**src/rtl/cmp_result_tracker.sv**
```systemverilog
// cmp_result_tracker
//   Filters the EQ/GT/LT flags of an 8-bit relational comparator through a persistence
//   window. A relation (EQUAL/ABOVE/BELOW) is committed only after PERSIST consecutive
//   identical legal samples. Commits that change the relation pulse change_pulse for one
//   cycle and bump a saturating counter. Non-one-hot flag samples set a sticky error bit.
//
//   Parameters
//     PERSIST      consecutive identical legal samples needed to commit (1..255)
//     CNT_W        width of change_cnt
//
//   Ports
//     clk          rising-edge clock
//     rst          asynchronous, active-high reset
//     in_valid     sample qualifier for eq/gt/lt
//     eq, gt, lt   comparator flags
//     clr          (only with CMP_TRACK_CLR_EN) synchronous clear of change_cnt/err_flag
//     state_o      committed relation: 00 UNKNOWN, 01 EQUAL, 10 ABOVE, 11 BELOW
//     state_valid  high once any relation has been committed
//     change_pulse one-cycle pulse per committed change of state_o
//     change_cnt   saturating count of changes between two known relations
//     err_flag     sticky illegal-sample flag
//
//   Build option: define CMP_TRACK_CLR_EN to add the clr input.
//   All outputs are registered; no combinational input-to-output paths.

module cmp_result_tracker #(
  parameter int unsigned PERSIST = 4,
  parameter int unsigned CNT_W   = 8
) (
  input  logic             clk,
  input  logic             rst,
  input  logic             in_valid,
  input  logic             eq,
  input  logic             gt,
  input  logic             lt,
`ifdef CMP_TRACK_CLR_EN
  input  logic             clr,
`endif
  output logic [1:0]       state_o,
  output logic             state_valid,
  output logic             change_pulse,
  output logic [CNT_W-1:0] change_cnt,
  output logic             err_flag
);

  typedef enum logic [1:0] {
    RelUnknown = 2'b00,
    RelEqual   = 2'b01,
    RelAbove   = 2'b10,
    RelBelow   = 2'b11
  } rel_e;

  localparam logic [7:0]       PersistC = 8'(PERSIST);
  localparam logic [CNT_W-1:0] CntMax   = '1;

  rel_e             state_q, state_d;
  rel_e             cand_q, cand_d;
  logic [7:0]       run_q, run_d;
  logic             valid_q, valid_d;
  logic             pulse_q, pulse_d;
  logic [CNT_W-1:0] cnt_q, cnt_d;
  logic             err_q, err_d;

  logic one_hot;
  logic legal;
  logic illegal;
  logic commit;
  rel_e result;

  always_comb begin
    one_hot = (eq & ~gt & ~lt) | (~eq & gt & ~lt) | (~eq & ~gt & lt);
    legal   = in_valid & one_hot;
    illegal = in_valid & ~one_hot;
    if (eq) begin
      result = RelEqual;
    end else if (gt) begin
      result = RelAbove;
    end else begin
      result = RelBelow;
    end
  end

  // Run tracking: the candidate never holds RelUnknown after a legal sample, so the
  // first legal sample out of reset always starts a fresh run.
  always_comb begin
    cand_d = cand_q;
    run_d  = run_q;
    if (legal) begin
      if (result == cand_q) begin
        run_d = (run_q >= PersistC) ? PersistC : run_q + 8'd1;
      end else begin
        cand_d = result;
        run_d  = 8'd1;
      end
    end
  end

  // Commit uses the post-update run length, so the PERSIST-th sample commits on its own edge.
  always_comb begin
    commit  = legal && (run_d == PersistC) && (cand_d != state_q);
    state_d = commit ? cand_d : state_q;
    valid_d = valid_q | commit;
    pulse_d = commit;
    cnt_d   = cnt_q;
    // Leaving UNKNOWN is not a change between two known relations.
    if (commit && (state_q != RelUnknown) && (cnt_q != CntMax)) begin
      cnt_d = cnt_q + 1'b1;
    end
    err_d = err_q | illegal;
`ifdef CMP_TRACK_CLR_EN
    if (clr) begin
      cnt_d = '0;
      err_d = 1'b0;
    end
`endif
  end

  always_ff @(posedge clk or posedge rst) begin
    if (rst) begin
      state_q <= RelUnknown;
      cand_q  <= RelUnknown;
      run_q   <= 8'd0;
      valid_q <= 1'b0;
      pulse_q <= 1'b0;
      cnt_q   <= '0;
      err_q   <= 1'b0;
    end else begin
      state_q <= state_d;
      cand_q  <= cand_d;
      run_q   <= run_d;
      valid_q <= valid_d;
      pulse_q <= pulse_d;
      cnt_q   <= cnt_d;
      err_q   <= err_d;
    end
  end

  assign state_o      = state_q;
  assign state_valid  = valid_q;
  assign change_pulse = pulse_q;
  assign change_cnt   = cnt_q;
  assign err_flag     = err_q;

endmodule

```
**config.mk**
```make
export PLATFORM = sky130hd
export DESIGN_NAME = cmp_result_tracker
export DESIGN_NICKNAME = d
export VERILOG_FILES = /design/src/rtl/cmp_result_tracker.sv
export SDC_FILE = /design/constraint.sdc
export NUM_CORES = 1
export LEC_CHECK = 0
export BUFFER_PORTS_ARGS = -buffer_cell sky130_fd_sc_hd__buf_2
export CAP_MARGIN = 20
export CORE_MARGIN = 3
export CORE_UTILIZATION = 40
export CTS_CLUSTER_SIZE = 14
export DETAILED_ROUTE_END_ITERATION = 10
export GPL_TIMING_DRIVEN = 0
export HOLD_SLACK_MARGIN = 0.08
export MAX_ROUTING_LAYER = met4
export SETUP_SLACK_MARGIN = 0.05
export SLEW_MARGIN = 20
export SYNTH_ARGS = -nofsm -noshare
export SYNTH_HDL_FRONTEND = slang
export SYNTH_SLANG_ARGS = --single-unit
export TNS_END_PERCENT = 10
```
**constraint.sdc**
```tcl
create_clock -name clk -period 2.14 [get_ports clk]
set_input_delay 0.214 -clock clk [delete_from_list [all_inputs] [get_ports clk]]
set_output_delay 0.214 -clock clk [all_outputs]
set_load 0.01 [all_outputs]
```
==> results of run 1 <==
==> logic make-up after synthesis <==
kind of cell	Yosys count	share of synthesized area [%]
DFF	23	45.1
xor gates and xnor gates	8	6.08
adders and majority gates	3	2.94
buffers and inverters	12	5.69
and+or+nand+nor	52	22.7
AOI/OAI and AO/OA	24	14.2
muxes	3	3.24
==> power groups by stage <==
stage	registers [mW]	logic [mW]	clock network, mW
3_3_place_gp	0.554	0.277	0
6_report	0.549	0.283	0.199
2_1_floorplan	0.557	0.196	0
5_1_grt	0.560	0.319	0.223
4_1_cts	0.549	0.280	0.209
3_5_place_dp	0.557	0.278	0
==> registers in the layout, summed over array words and instances (netlist names) <==
signal        count
state_o           2
state_valid       1
err_flag          1
change_pulse      1
change_cnt        8
cand_q            2
run_q             8
==> timing repair <==
item	4_1_cts	5_1_grt
gates resized for setup	0	1
setup buffers	0	1
endpoints found under the setup margin	0	3
==> per-stage QoR <==
step	worst slack (ns)	hold slack, ns	util (%)
after floorplan	0.366	0.216	-
after global placement	0.181	0.425	48.7
after detailed placement	0.185	0.432	48.7
after CTS	0.142	0.0825	49.7
after global routing	0.0588	0.112	50.2
final	0.185	0.0526	50.2
==> critical path, cell delays in order, from the launching register on <==
cell and delay [ns]:
dfrtp_1 0.42, inv_1 0.08, ha_1 0.30, nand3b_1 0.16, nand4_1 0.10, nand3b_1 0.13
a31oi_4 0.20, buf_6 0.17, mux2_4 0.30
==> Yosys cell counts (3+ instances only) <==
cell type and n:
xnor2_1 7, nor2_1 14, dfrtp_1 23, nand3_1 6, buf_6 3, inv_1 6
ha_1 3, nand3b_1 3, o21ai_0 5, nand2_1 9, and2_1 3
==> final cells by class <==
type / instances / area share, %
buffer: 6 / 3.44
multi-input combinational: 90 / 43.6
timing repair buffer: 18 / 6.36
clock inverter: 1 / 0.344
sequential: 23 / 39.5
inverter: 6 / 1.55
tap: 42 / 3.61
clock buffer: 3 / 1.55
==> metal layers <==
metal	share of wire, %	routed length (µm)	global-route usage (%)
met1	48	1120	15.8
met2	46	1070	18.5
met3	4.8	111	3.42
met4	0.52	12	2.20
met5	0	0	-
==> worst max-delay path by stage <==
stage                             startpoint                      to  depth (start not counted)
after floorplan           run_q[0]$_DFF_PP0_  state_o[0]$_DFFE_PP0P_                          8
after global placement    run_q[0]$_DFF_PP0_  state_o[1]$_DFFE_PP0P_                          8
after detailed placement  run_q[0]$_DFF_PP0_  state_o[0]$_DFFE_PP0P_                          8
after CTS                 run_q[0]$_DFF_PP0_  state_o[0]$_DFFE_PP0P_                          8
after global routing      run_q[0]$_DFF_PP0_  state_o[0]$_DFFE_PP0P_                          8
final                     run_q[0]$_DFF_PP0_  state_o[0]$_DFFE_PP0P_                          8
==> results.sh, run 1 <==
export IMPL_wirelength_um=2310
export IMPL_path_clk_slew_ns=0.13
export IMPL_drive_above_1_share_pct=23.8
export IMPL_drtPass1Iterations=5
export IMPL_gr_usage_all_layers_pct=12.0
export IMPL_power_density_nw_per_um2=708
export IMPL_numPlacedInstances=184
export IMPL_clock_latency_ns=0.31
export IMPL_fp_dieW_um=62.5
export IMPL_crit_path_start_kind="register"
export IMPL_hp_class="in -> async"
export IMPL_relSlewSlack_pct=42.5
export IMPL_period_minus_slack_ns=1.95
export IMPL_avgSynthCellArea_um2=10.2
export IMPL_r2r_start="run_q[0]$_DFF_PP0_"
export IMPL_r2r_cells=8
export IMPL_fin_skew_ns=0.00924
export IMPL_clock_sinks=23
export IMPL_diodes=0
export IMPL_power_share_combinational_pct=27.4
export IMPL_clkPwrFrac_pct=19.3
export IMPL_cp_max_fo=9
export IMPL_synth_top_area_share_pct=45.1
export IMPL_required_ns=2.34
export IMPL_row_count=19
export IMPL_syn_inst=125
export IMPL_coreArea_um2=2900
export IMPL_multiInputGateArea_um2=636
export IMPL_dpl_cell_area_um2=1410
export IMPL_setup_viol=0
export IMPL_gr_total_overflow=0
export IMPL_swShare_pct=33.0
export IMPL_fin_cells=189
export IMPL_period_share_pct=91.3
export IMPL_antenna_found_initial=0
export IMPL_dieHeight_um=62.5
export IMPL_portBuffers=17
export IMPL_ctsHoldBuffers=0
export IMPL_synthArstFlopShare_pct=100
export IMPL_start_util_pct=44.0
export IMPL_grt_pass1_wl_um=3830
export IMPL_synth_nets=134
export IMPL_io_pins=19
export IMPL_p_int_mw=0.691
export IMPL_area_delta_synth_final_pct=14.2
export IMPL_final_antenna_net_count=0
export IMPL_cts_root_buf="clkbuf_4"
export IMPL_fillers=294
export IMPL_die_area_um2=3900
export IMPL_yosys_register_bits=23
export IMPL_cts_made_buffers=3
export IMPL_seqCellArea_um2=576
export IMPL_timing_rr_end="state_o[0]$_DFFE_PP0P_"
export IMPL_setup_worst_path_end_class="register"
export IMPL_grt_pass1_vias=891
export IMPL_cts_tree="built"
export IMPL_fmax_ghz=0.512
export IMPL_tightest_slew_ns=0.862
export IMPL_vias_per_cell=5.32
export IMPL_final_common_cell="dfrtp_1"
export IMPL_crit_arrival_ns=2.16
export IMPL_layout_common_cells="dfrtp_1 (23), buf_2 (18), nor2_1 (14)"
export IMPL_setup_worst_path_class="reg -> reg"
export IMPL_seq_power_share_pct=53.3
export IMPL_hpwl_um=1660
export IMPL_fin_area_um2=1460
export IMPL_nets=157
export IMPL_htreeDepth=1
export IMPL_yosys_warnings=0
export IMPL_switchingPower_mw=0.341
export IMPL_drc=0
export IMPL_timing_final_max_slew_violations=0
export IMPL_grt_max_degree=24
export IMPL_yosysTopAreaCell="dfrtp_1"
export IMPL_power_total_mw=1.03
export IMPL_finalHoldViolCount=0
export IMPL_ir_drop_mv=0.512
export IMPL_wire_per_inst_um=12.2
export IMPL_synth_ff_type="dfrtp_1"
export IMPL_max_cap_violations=0
export IMPL_power_leakage_nw=0.692
export IMPL_drtIter0Drc=30
export IMPL_rsz0062_at_grt="yes"
export IMPL_seq_area_frac_synth_pct=45.1
export IMPL_synth_edff_count=0
export IMPL_tns_ns=0
export IMPL_syn_area_um2=1270
export IMPL_status="finished, final reports clean"
export IMPL_yosysUniqueCellTypes=46
export IMPL_gp_congestion=0.857
export IMPL_worst_r2r_setup_slack_ns=0.19
export IMPL_synthTopCellsByArea="dfrtp_1 (45%), xnor2_1 (4.8%), nor2_1 (4.1%), ha_1 (2.9%), nand2_1 (2.6%)"
export IMPL_routed_via_count=1005
export IMPL_cts_buffer_depth=2
No activity file was read; power rests on OpenSTA's default activity.
==> run 2, diff against run 1 <==
--- a/config.mk
+++ b/config.mk
@@ -12,7 +12,7 @@
 export CTS_CLUSTER_SIZE = 14
 export DETAILED_ROUTE_END_ITERATION = 10
 export GPL_TIMING_DRIVEN = 0
-export HOLD_SLACK_MARGIN = 0.08
+export HOLD_SLACK_MARGIN = 0.12
 export MAX_ROUTING_LAYER = met4
 export SETUP_SLACK_MARGIN = 0.05
 export SLEW_MARGIN = 20
==> run 2 against run 1 <==
  * Largest power group unchanged
  * Critical path depth unchanged
  * Register-to-register slack about the same
  * Fmax about the same
  * Clock skew about the same
==> results.sh, run 2 (synthesized netlist as in run 1, its figures left out) <==
export IMPL_clock_latency_ns=0.31
export IMPL_crit_path_start_kind="register"
export IMPL_cp_max_fo=9
export IMPL_cts_root_buf="clkbuf_4"
export IMPL_wirelength_um=2330
export IMPL_period_minus_slack_ns=1.96
export IMPL_setup_worst_path_end_class="register"
export IMPL_tns_ns=0
export IMPL_cts_tree="built"
export IMPL_holdWs_ns=0.222
export IMPL_grt_pass1_vias=903
export IMPL_fillers=293
export IMPL_grt_pass1_wl_um=3860
export IMPL_fmax_ghz=0.511
export IMPL_hpwl_um=1660
export IMPL_tightest_slew_ns=0.863
export IMPL_hp_start="in_valid"
export IMPL_portBuffers=17
export IMPL_timing_rr_end="state_o[0]$_DFFE_PP0P_"
export IMPL_fin_cells=190
export IMPL_status="finished, final reports clean"
export IMPL_diodes=0
export IMPL_whs_path_depth=2
export IMPL_power_density_nw_per_um2=704
export IMPL_clock_sinks=23
export IMPL_path_clk_slew_ns=0.13
export IMPL_drtPass1Iterations=5
export IMPL_drc=0
export IMPL_final_antenna_net_count=0
export IMPL_ir_drop_mv=0.511
export IMPL_period_share_pct=91.4
export IMPL_r2r_cells=8
export IMPL_hp_class="in -> reg"
export IMPL_start_util_pct=44.0
export IMPL_final_common_cell="dfrtp_1"
export IMPL_rsz0062_at_grt="yes"
export IMPL_finalHoldViolCount=0
export IMPL_power_total_mw=1.03
export IMPL_max_cap_violations=0
export IMPL_whs_endpoint="err_flag$_DFF_PP0_"
export IMPL_relSlewSlack_pct=42.4
export IMPL_crit_arrival_ns=2.16
export IMPL_area_delta_synth_final_pct=15.0
export IMPL_wire_per_inst_um=12.2
export IMPL_layout_common_cells="dfrtp_1 (23), buf_2 (18), nor2_1 (14)"
export IMPL_htreeDepth=1
export IMPL_fp_dieW_um=62.5
export IMPL_power_leakage_nw=0.696
export IMPL_gr_usage_all_layers_pct=12.1
export IMPL_r2r_start="run_q[0]$_DFF_PP0_"
export IMPL_coreArea_um2=2900
export IMPL_io_pins=19
export IMPL_setup_worst_path_class="reg -> reg"
export IMPL_gp_congestion=0.857
export IMPL_numPlacedInstances=184
export IMPL_cts_made_buffers=3
export IMPL_row_count=19
export IMPL_antenna_found_initial=0
export IMPL_drive_above_1_share_pct=23.6
export IMPL_timing_final_max_slew_violations=0
export IMPL_nets=158
export IMPL_dieHeight_um=62.5
export IMPL_grt_max_degree=24
export IMPL_vias_per_cell=5.26
export IMPL_worst_r2r_setup_slack_ns=0.18
export IMPL_setup_viol=0
export IMPL_drtIter0Drc=35
export IMPL_routed_via_count=1000
export IMPL_fin_skew_ns=0.00960
export IMPL_gr_total_overflow=0
export IMPL_die_area_um2=3900
export IMPL_required_ns=2.34
export IMPL_cts_buffer_depth=2
run 2: repair_timing:
item | 4_1_cts | 5_1_grt
hold endpoints to repair | 23 | 0
gates resized for setup | 0 | 1
buffers inserted | 0 | 1
endpoints found under the setup margin | 0 | 3
hold buffers | 1 | 0
run 2: through the flow:
step / instance area [µm²] / util (%) / setup WS [ns]
floorplan: 1270 / - / 0.366
finish: 1470 / 50.6 / 0.184
global placement: 1410 / 48.7 / 0.181
detailed placement: 1410 / 48.7 / 0.185
CTS: 1450 / 50.0 / 0.142
global route: 1470 / 50.6 / 0.0588
run 2: worst max path at each step:
stage,from,end
floorplan,run_q[0]$_DFF_PP0_,state_o[0]$_DFFE_PP0P_
global placement,run_q[0]$_DFF_PP0_,state_o[1]$_DFFE_PP0P_
detailed placement,run_q[0]$_DFF_PP0_,state_o[0]$_DFFE_PP0P_
CTS,run_q[0]$_DFF_PP0_,state_o[0]$_DFFE_PP0P_
global route,run_q[0]$_DFF_PP0_,state_o[0]$_DFFE_PP0P_
finish,run_q[0]$_DFF_PP0_,state_o[0]$_DFFE_PP0P_
run 2: per-layer routing:
metal	share of wire, %	up-vias	global-route usage, %
li1	-	492	-
met1	48	488	15.8
met2	47	18	18.8
met3	4.3	2	3.42
met4	0.52	0	2.20
met5	0	-	-
run 2: power by group:
part / internal [mW] / leakage [nW] / switching [mW] / total (mW)
combinational: 0.137 / 0.376 / 0.147 / 0.284
clock: 0.0698 / 0.0177 / 0.129 / 0.199
sequential: 0.485 / 0.303 / 0.0646 / 0.550
total: 0.692 / 0.696 / 0.341 / 1.03
run 2: worst max-delay path, stage by stage (launching register included):
cell	delay, ns
dfrtp_1	0.42
inv_1	0.08
ha_1	0.30
nand3b_1	0.16
nand4_1	0.10
nand3b_1	0.13
a31oi_4	0.20
buf_6	0.17
mux2_4	0.30
run 2: cell type report:
cell class | instances | area (µm²) | area share (%)
plain buffers | 6 | 50.0 | 3.41
clock buffers | 3 | 22.5 | 1.54
clock inverters | 1 | 5.00 | 0.341
inverters | 6 | 22.5 | 1.54
multi-input cells | 90 | 636 | 43.3
flip-flops and latches | 23 | 576 | 39.2
well taps | 42 | 52.6 | 3.58
repair buffers | 19 | 103 | 7.00
==> run 3, diff against run 2 <==
--- a/config.mk
+++ b/config.mk
@@ -7,6 +7,7 @@
 export LEC_CHECK = 0
 export BUFFER_PORTS_ARGS = -buffer_cell sky130_fd_sc_hd__buf_2
 export CAP_MARGIN = 20
+export CORE_ASPECT_RATIO = 1.5
 export CORE_MARGIN = 3
 export CORE_UTILIZATION = 40
 export CTS_CLUSTER_SIZE = 14
==> run 3 against run 2 <==
  * First-iteration DRC count down 8.6%
  * Largest power group unchanged
  * Global-route usage up 2.0 points
  * Critical path depth unchanged
  * Flip-flop and latch count unchanged
  * Final cell count down 2.1%
  * Critical path type unchanged
  * Utilization down 0.98 points
  * Count of clock-buffer cells in the layout unchanged
  * Highest routed layer unchanged
  * Wire length up 3.0%
==> results.sh, run 3 (synthesized netlist as in run 1, its figures left out) <==
export IMPL_final_core_util_pct=49.6
export IMPL_hpwl_um=1760
export IMPL_tightest_slew_ns=0.858
export IMPL_setup_viol=0
export IMPL_clock_latency_ns=0.26
export IMPL_final_common_cell="dfrtp_1"
export IMPL_die_area_um2=3910
export IMPL_hp_class="in -> async"
export IMPL_seqCellArea_um2=576
export IMPL_gp_congestion=0.776
export IMPL_crit_path_start_kind="register"
export IMPL_power_leakage_nw=0.695
export IMPL_setup_worst_path_class="reg -> reg"
export IMPL_fin_skew_ns=0.00143
export IMPL_numPlacedInstances=181
export IMPL_coreArea_um2=2970
export IMPL_fin_cells=186
export IMPL_tns_ns=0
export IMPL_grt_pass1_vias=960
export IMPL_layout_common_cells="dfrtp_1 (23), buf_2 (18), nor2_1 (14)"
export IMPL_max_cap_violations=0
export IMPL_clkPwrFrac_pct=24.8
export IMPL_period_share_pct=90.1
export IMPL_power_density_nw_per_um2=759
export IMPL_path_cells="inv_1 -> ha_1 -> nand3b_1 -> nand4_1 -> nand3b_1 -> a31oi_4 -> buf_6 -> mux2_4"
export IMPL_multiInputGateArea_um2=636
export IMPL_path_clk_slew_ns=0.08
export IMPL_cp_max_fo=10
export IMPL_drtIter0Drc=32
export IMPL_clock_sinks=23
export IMPL_fp_dieW_um=52.1
export IMPL_switchingPower_mw=0.360
export IMPL_rsz0062_at_grt="no"
export IMPL_antenna_found_initial=0
export IMPL_start_util_pct=42.9
export IMPL_timing_final_max_slew_violations=0
export IMPL_crit_arrival_ns=2.08
export IMPL_portBuffers=17
export IMPL_gr_total_overflow=0
export IMPL_drive_above_1_share_pct=23.8
export IMPL_dp_worst_setup_slack_ns=0.190
export IMPL_drtPass1Iterations=4
export IMPL_cts_root_buf="clkbuf_8"
export IMPL_final_antenna_net_count=0
export IMPL_htreeDepth=1
export IMPL_p_int_mw=0.759
export IMPL_slowest_delay_ns=0.38
export IMPL_cts_tree="built"
export IMPL_nets=157
export IMPL_drc=0
export IMPL_required_ns=2.30
export IMPL_worst_path_most_repeated_cell="nand3b_1"
export IMPL_cpMaxStageDelayCell="dfrtp_1"
export IMPL_routed_via_count=981
export IMPL_dieHeight_um=75.1
export IMPL_fmax_ghz=0.519
export IMPL_wirelength_um=2400
export IMPL_swShare_pct=32.2
export IMPL_cts_buffer_depth=2
export IMPL_grt_pass1_wl_um=4080
export IMPL_ctsHoldBuffers=0
export IMPL_diodes=0
export IMPL_status="finished, final reports clean"
export IMPL_vias_per_cell=5.27
export IMPL_area_delta_synth_final_pct=15.6
export IMPL_setup_worst_path_end_class="register"
export IMPL_fin_area_um2=1470
export IMPL_io_pins=19
export IMPL_fillers=281
export IMPL_power_share_combinational_pct=26.5
export IMPL_row_count=24
export IMPL_ir_drop_mv=0.533
export IMPL_period_minus_slack_ns=1.93
export IMPL_gr_usage_all_layers_pct=14.0
export IMPL_relSlewSlack_pct=42.8
export IMPL_layout_setup_ws_ns=0.212
export IMPL_grt_max_degree=24
export IMPL_finalHoldViolCount=0
export IMPL_cts_made_buffers=3
export IMPL_dpl_cell_area_um2=1410
export IMPL_wire_per_inst_um=12.9
export IMPL_seq_power_share_pct=48.7
==> run 3: power groups by stage <==
stage	combinational, mW	clock, mW	sequential [mW]
floorplan	0.196	0	0.557
finish	0.296	0.278	0.545
global route	0.329	0.296	0.556
CTS	0.286	0.285	0.548
detailed placement	0.282	0	0.558
global placement	0.277	0	0.554
==> run 3: area by class of cell <==
cell class,instances,area share [%]
multi-input combinational,90,43.1
sequential,23,39.0
timing repair buffer,18,6.28
buffer,6,3.40
tap,39,3.31
clock buffer,3,2.80
inverter,6,1.53
clock inverter,1,0.509
==> run 3: final timing paths <==
path,slack (ns),end,from,cells past startpoint
max reg2reg,0.21,state_o[0]$_DFFE_PP0P_,run_q[0]$_DFF_PP0_,8
min in group clk,0.27,err_flag$_DFF_PP0_,in_valid,2
max,0.21,state_o[0]$_DFFE_PP0P_,run_q[0]$_DFF_PP0_,8
min reg2reg,0.46,err_flag$_DFF_PP0_,err_flag$_DFF_PP0_,1
max in group asynchronous,1.50,cand_q[1]$_DFF_PP0_,rst,2
min,0.11,run_q[5]$_DFF_PP0_,rst,2
==> run 3: through the flow <==
| step | hold WS, ns | total power, mW |
|---|---|---|
| floorplan | 0.216 | 0.753 |
| global placement | 0.423 | 0.831 |
| detailed placement | 0.432 | 0.839 |
| CTS | 0.138 | 1.12 |
| global route | 0.177 | 1.18 |
| finish | 0.107 | 1.12 |
==> run 3: worst max-delay path, delay by kind of cell, from the launching register on <==
kind / cells / cell delay (ns)
AND/OR/NAND/NOR: 3 / 0.40
flip-flops: 1 / 0.38
adder cells (fa/ha/maj): 1 / 0.30
multiplexers: 1 / 0.30
buffers and inverters: 2 / 0.24
AO/OA/AOI/OAI: 1 / 0.21
==> run 3: repair_timing <==
action	CTS	global route
setup buffers	0	1
endpoints found under the setup margin	0	1
hold endpoints to repair	0	0
gates resized for setup	0	1
==> run 3: metal layers <==
layer / track usage [%] / share of wire, %
met1: 17.1 / 46
met2: 22.8 / 48
met3: 1.98 / 4.5
met4: 6.41 / 1.4
met5: - / 0
